File: config.mk
export PLATFORM = sky130hd
export DESIGN_NAME = mem_port_arbiter
export DESIGN_NICKNAME = d
export VERILOG_FILES = /design/src/rtl/mem_port_arbiter.sv
export SDC_FILE = /design/constraint.sdc
export NUM_CORES = 1
export LEC_CHECK = 0
export CAP_MARGIN = 0
export CORE_MARGIN = 4
export CORE_UTILIZATION = 41
export DETAILED_ROUTE_END_ITERATION = 8
export GPL_TIMING_DRIVEN = 0
export PLACE_DENSITY = 0.79
export SETUP_SLACK_MARGIN = 0.4
export SLEW_MARGIN = 25
export SYNTH_ARGS = -nofsm -noshare
export SYNTH_HDL_FRONTEND = slang
export SYNTH_SLANG_ARGS = --single-unit
export TNS_END_PERCENT = 5
File: constraint.sdc
create_clock -name clk -period 3.45 [get_ports clk]
set_input_delay 0.8625 -clock clk [delete_from_list [all_inputs] [get_ports clk]]
set_output_delay 0.8625 -clock clk [all_outputs]
set_load 0.01 [all_outputs]
File: src/rtl/mem_port_arbiter.sv
`default_nettype none
// ============================================================================
// mem_port_arbiter: round-robin sharing of one fixed-latency memory port
// between the I-side (requester 0) and D-side (requester 1) cache controllers.
// Revision: 1.0
// ============================================================================
module mem_port_arbiter #(
   parameter int ADDR_W  = 16,
   parameter int DATA_W  = 16,
   parameter int MEM_LAT = 4
) (
   input  logic              clk,
   input  logic              reset,
   input  logic              s0_strobe,
   input  logic              s0_rw,
   input  logic [ADDR_W-1:0] s0_addr,
   input  logic [DATA_W-1:0] s0_wdata,
   output logic              s0_rdy,
   output logic [DATA_W-1:0] s0_rdata,
   input  logic              s1_strobe,
   input  logic              s1_rw,
   input  logic [ADDR_W-1:0] s1_addr,
   input  logic [DATA_W-1:0] s1_wdata,
   output logic              s1_rdy,
   output logic [DATA_W-1:0] s1_rdata,
   output logic              m_strobe,
   output logic              m_rw,
   output logic [ADDR_W-1:0] m_addr,
   output logic [DATA_W-1:0] m_wdata,
   input  logic [DATA_W-1:0] m_rdata,
   output logic              grant,
   output logic              busy
);

   typedef enum logic [1:0] {
      S_IDLE  = 2'd0,
      S_ISSUE = 2'd1,
      S_WAIT  = 2'd2,
      S_DONE  = 2'd3
   } state_t;

   localparam logic [3:0] CNT_LOAD = 4'(MEM_LAT - 1);

   state_t            state_q, state_d;
   logic [3:0]        cnt_q, cnt_d;
   logic              grant_q, grant_d;
   logic              last_grant_q, last_grant_d;
   logic              m_rw_q, m_rw_d;
   logic [ADDR_W-1:0] m_addr_q, m_addr_d;
   logic [DATA_W-1:0] m_wdata_q, m_wdata_d;
   logic [DATA_W-1:0] s0_rdata_q, s0_rdata_d;
   logic [DATA_W-1:0] s1_rdata_q, s1_rdata_d;
   logic              win;

   always_comb begin
      state_d      = state_q;
      cnt_d        = cnt_q;
      grant_d      = grant_q;
      last_grant_d = last_grant_q;
      m_rw_d       = m_rw_q;
      m_addr_d     = m_addr_q;
      m_wdata_d    = m_wdata_q;
      s0_rdata_d   = s0_rdata_q;
      s1_rdata_d   = s1_rdata_q;
      win          = 1'b0;
      case (state_q)
         S_IDLE: begin
            if (s0_strobe || s1_strobe) begin
               // On a tie the side that did not win last time goes first
               win       = (s0_strobe && s1_strobe) ? ~last_grant_q : s1_strobe;
               grant_d   = win;
               m_rw_d    = win ? s1_rw    : s0_rw;
               m_addr_d  = win ? s1_addr  : s0_addr;
               m_wdata_d = win ? s1_wdata : s0_wdata;
               state_d   = S_ISSUE;
            end
         end
         S_ISSUE: begin
            cnt_d   = CNT_LOAD;
            state_d = S_WAIT;
         end
         S_WAIT: begin
            if (cnt_q != 4'd0) begin
               cnt_d = cnt_q - 4'd1;
            end else begin
               if (!m_rw_q) begin
                  if (grant_q) s1_rdata_d = m_rdata;
                  else         s0_rdata_d = m_rdata;
               end
               state_d = S_DONE;
            end
         end
         S_DONE: begin
            last_grant_d = grant_q;
            state_d      = S_IDLE;
         end
         default: state_d = S_IDLE;
      endcase
   end

   always_ff @(posedge clk or posedge reset) begin
      if (reset) begin
         state_q      <= S_IDLE;
         cnt_q        <= 4'd0;
         grant_q      <= 1'b0;
         last_grant_q <= 1'b1;
         m_rw_q       <= 1'b0;
         m_addr_q     <= '0;
         m_wdata_q    <= '0;
         s0_rdata_q   <= '0;
         s1_rdata_q   <= '0;
      end else begin
         state_q      <= state_d;
         cnt_q        <= cnt_d;
         grant_q      <= grant_d;
         last_grant_q <= last_grant_d;
         m_rw_q       <= m_rw_d;
         m_addr_q     <= m_addr_d;
         m_wdata_q    <= m_wdata_d;
         s0_rdata_q   <= s0_rdata_d;
         s1_rdata_q   <= s1_rdata_d;
      end
   end

   assign m_strobe = (state_q == S_ISSUE);
   assign busy     = (state_q != S_IDLE);
   assign s0_rdy   = (state_q == S_DONE) && !grant_q;
   assign s1_rdy   = (state_q == S_DONE) &&  grant_q;
   assign m_rw     = m_rw_q;
   assign m_addr   = m_addr_q;
   assign m_wdata  = m_wdata_q;
   assign grant    = grant_q;
   assign s0_rdata = s0_rdata_q;
   assign s1_rdata = s1_rdata_q;

endmodule
`default_nettype wire

Yosys cells after proc, flatten, opt, wreduce, memory -nomap -nowiden
Index checks and enable logic that the tools add are counted.
W data, S select, Z words.

cells by class
  reductions and logical operators = 14
  bitwise logic cells = 4
  equal/unequal tests = 6
  add/sub/neg operators = 1
  multiplexer cells = 9

operator list
  kind                   count
  $mux W16               2
  $pmux W2 S4            1
  $pmux W4 S2            1
  $reduce_and A4 Y1      2
  $ne A2 B2 Y1 const B   3
  $reduce_and A2 Y1      3
  $eq A2 B2 Y1 const B   2
  $mux W2                2
  $mux W4                1
  $not A1 Y1             4
  $reduce_bool A2 Y1     2
  $reduce_bool A4 Y1     1
  $sub A4 B1 Y4 const B  1
  $logic_and A1 B1 Y1    3
  $eq A2 B1 Y1 const B   1
  $logic_not A2 Y1       1
  $mux W1                2
  $logic_not A1 Y1       1
  $logic_or A1 B1 Y1     1

storage, ports and cells
  word-level logic and storage cells = 43
  bits in registers = 73
  bits of input ports = 86
  output and inout port bits = 70

Longest topological paths before layout
  depth in word-level cells = 3
  mapped depth = 7

Worst setup path after synthesis
OpenSTA, ideal clock, no wires.

  kind = input-to-reg
  start = input s1_strobe
  end = register m_addr_q[14] (netlist: m_addr[14])
  setup time = 133 ps
  setup slack = 1664 ps
  arrival time = 1653 ps
  stages = 5
  data required time = 3317 ps
  cells stage by stage = a21bo_2 buf_2 buf_4 mux2i_1 o21ai_0

on the way
  word-level cells in the longest chain between the ends = 3

ends and longest elaborated chain
  element                 line  RTL
  start: declaration      20    input logic s1_strobe,
  $logic_and A1 B1 Y1     70    win = (s0_strobe && s1_strobe) ? ~last_grant_q : s1_strobe;
  $mux W1                 70
  $mux W16                73    m_addr_d = win ? s1_addr : s0_addr;
  end signal: assignment  118   m_addr_q <= m_addr_d;
  end: declaration        49    logic [ADDR_W-1:0] m_addr_q, m_addr_d;

Parallel ways exist; a longest one is shown, timed or not.
A chain may end at the register's enable or synchronous reset.

Worst setup path after layout
  start = register state_q[0]
  end = output busy

on the way
  word-level cells in the longest chain between the ends = 1

ends and longest elaborated chain
  element                   line  RTL
  start: declaration        44    state_t state_q, state_d;
  start signal: assignment  113   state_q <= state_d;
  $reduce_bool A2 Y1        126   assign busy = (state_q != S_IDLE);
  end: declaration          32    output logic busy

Every way passes these cells.

==> results.cfg <==
[setup_path]
critical_path.reg2reg.endpoint = s1_rdata[0]
critical_path_buf_inv_count = 3
crit_chain = inv_1 -> ha_1 -> inv_1 -> clkdlybuf4s50_1
worst-endpoint-required_ps = 2590
cp_slowest_cell = clkdlybuf4s50_1
worst_path_class_setup = flip-flop to primary output
timing.critical_path.max_delay_family = buffers and inverters
worst_setup_path_end_kind = primary output
setup.worst_path.start_class = flip-flop
critical_path.most_common_cell = inv_1
delay_of_the_slowest_cell_on_the_worst_path_ps = 570
worst-path-max-fanout = 4
worst_r2r_path_depth = 7
timing.critical_path.arrival_ps = 1720
rr_startpoint = state_q[0]
reg2reg_slack_ps = 1570

[route]
wl_um = 8486
dr.pass1.iters = 4
post_drt_wl_per_cell_um = 15.89
post_route_drc_violation_count = 0
drt_iter0_markers = 32
routed_via_density = 4.899
vias = 2616
drtAntennaViolNets = 0

[hold_path]
hp-class = flip-flop to flip-flop
hp-start = m_addr[13]
min_to = m_addr[13]
min_path_cells = 2

[job]
cap_violations = 0

[sta]
finalWorstPathRequiredPeriod_ps = 2586
finalCritPeriodShare = 0.7495
final-setup-viol-count = 0
rsz_0062_raised_after_global_routing = false
finalClockSkew_ps = 9.833
timing.final.hold_violations = 0
worst_slew_margin_rel = 0.6883
worst_max_slew_pin_slew_ps = 467.5
upper_clock_frequency_limit_mhz = 386.7
drv_slew = 0

[clock_network]
cts_tree = yes
cts_buffers = 9
numClockSinks = 73
number_of_gates_resized_after_cts = 0
post_cts_setup_buffers = 0
ctsLongestPathBuffers = 2
clock_tree.htree_level_count = 3
cts.reportedPaths.clkPinSlew_ps = 80
clk_root_buffer_cell = clkbuf_8
cts_hold_repair.buffers = 0
clkLatencyLatePin_ps = 350

[global_routing]
antenna_found_initial = 0
grt_pass1_vias = 2772
grt_max_degree = 54
grt_overflow_total = 0
wire_length_of_the_first_global_routing_pass_um = 13900
grt_usage = 0.1834

[floorplanning]
fp.dieH_um = 98.08
die-width_um = 98.08
rows = 32
ios = 156
effective_utilization_at_floorplan = 0.4261
core_area_um2 = 7807
total_die_area_um2 = 9620

[layout]
finish.instance_area_um2 = 5261
final_net_count = 520
area.growth.synth_to_final_pct = 58.14
n_fill_cell = 639
antennaDiodeCount = 0
drive_gt1_frac = 0.1597

[power]
total_power_of_the_final_layout_uw = 4421
leakagePower_uw = 0.002428
vdd_drop_max_uv = 342.1
power_density_nw_per_um2 = 840.3

[logic_synthesis]
post_synth_inst_count = 260
post_synth.cell_area_avg_um2 = 12.80
ys_seq_area_frac = 0.5495
synthesis.area_um2 = 3327
synth_cell_types = 30
synth.net_count = 353
flip_flop_and_latch_count_after_synthesis = 73
yosys_warnings = 0

[placed_design]
placed_cell_area_um2 = 5036
gp_congestion = 0.7651
placement.io_buffers = 155
dpl.hpwl_um = 6744

[outcome]
run_status = completed
[layer usage]
| layer | vias up | routed length, µm | GRT usage |
|---|---|---|---|
| li1 | 1233 | - | - |
| met1 | 1252 | 3313 | 0.2109 |
| met2 | 120 | 4175 | 0.3126 |
| met5 | - | 0 | 0 |
| met3 | 11 | 864 | 0.07143 |
| met4 | 0 | 133 | 0.06177 |
[flip-flops by register name, summed over array words and instances, names as in the netlist]
| signal | flops |
|---|---|
| m_addr | 16 |
| m_wdata | 16 |
| s0_rdata | 16 |
| s1_rdata | 16 |
| cnt_q | 4 |
| state_q | 2 |
| grant | 1 |
| last_grant_q | 1 |
| m_rw | 1 |
[where the power goes]
group | leakage, µW | total [µW] | internal (µW) | switching (µW)
Sequential | 0.000876 | 1540 | 1290 | 252
Combinational | 0.00145 | 2130 | 1260 | 871
Clock | 0.000107 | 756 | 414 | 342
[synthesized netlist by cell type]
master	count	area (µm²)
a311o_1	1	10.01
or3b_2	1	8.760
buf_4	4	30.03
buf_6	2	22.52
nor2b_1	2	12.51
buf_2	5	25.02
mux2_4	20	300.3
nand3_4	1	17.52
dfrtp_1	72	1802
a21oi_1	2	10.01
nand2_1	35	131.4
or3_1	1	6.260
nor3b_4	1	18.77
clkbuf_1	3	11.26
nand2b_1	1	6.260
dfstp_2	1	26.28
nor2_1	2	7.510
o32a_1	1	10.01
ha_1	7	87.58
a21bo_2	1	10.01
mux2_2	14	157.7
mux2i_1	35	350.3
a32o_1	1	10.01
and2_1	1	6.260
nand3b_4	1	20.02
and2b_1	1	7.510
o21ai_0	35	175.2
nor4b_1	1	8.760
nor3b_1	2	15.01
inv_1	6	22.52
[placed cells by master (no fill, tap or decap), drive strengths merged, types with 2 or more instances in the layout]
| cell type | n |
|---|---|
| clkdlybuf4s50 | 155 |
| dfrtp | 72 |
| o21ai | 35 |
| mux2i | 35 |
| nand2 | 35 |
| mux2 | 34 |
| clkbuf | 12 |
| buf | 12 |
| inv | 9 |
| ha | 7 |
| nor3b | 3 |
| nor2b | 2 |
| a21oi | 2 |
| nor2 | 2 |
| bufinv | 2 |
| clkinvlp | 2 |
[layout make-up]
cell class	instances	area (µm²)	area share
tap	102	127.6	0.02426
inverter	6	25.02	0.004756
timing repair buffer	156	1579	0.3001
multi-input combinational	167	1388	0.2637
sequential	73	1828	0.3474
clock inverter	7	101.3	0.01926
buffer	14	88.84	0.01688
clock buffer	9	123.9	0.02354
[worst max-delay path by stage]
stage | start | end | slack (ps) | cells past startpoint
after floorplan | reset | cnt_q[0] | 740 | 1
after global placement | reset | m_wdata[3] | -430 | 2
after detailed placement | s0_strobe | m_wdata[15] | 900 | 6
after CTS | state_q[0] | busy | 840 | 4
after global routing | state_q[0] | busy | 780 | 4
final | state_q[0] | busy | 860 | 4
[tightest hold or removal path, delay by kind of cell, from the launching register on]
kind               cells  cell delay, ps
and+or+nand+nor        1              40
DFF                    1             350
AOI/OAI and AO/OA      1              60
[cells by family (layout without fill, tap and decap cells)]
kind of cell | after synthesis | after routing | share of synthesized area
AOI/OAI and AO/OA | 41 | 41 | 0.06770
adders and majority gates | 7 | 7 | 0.02632
DFF | 73 | 73 | 0.5495
buffers and inverters | 20 | 192 | 0.03347
and+or+nand+nor | 50 | 50 | 0.08011
muxes | 69 | 69 | 0.2429
[per-stage QoR]
step	setup slack (ps)	setup TNS [ps]	hold slack (ps)	std cells	utilization
floorplan	735.9	0	461.8	260	-
global placement	-430.0	-30700	460.0	517	0.6412
detailed placement	904.1	0	470.1	518	0.6450
CTS	837.7	0	489.0	534	0.6739
global route	776.9	0	512.4	534	0.6739
finish	864.1	0	484.0	534	0.6739
(Power assumes the default switching activity.)
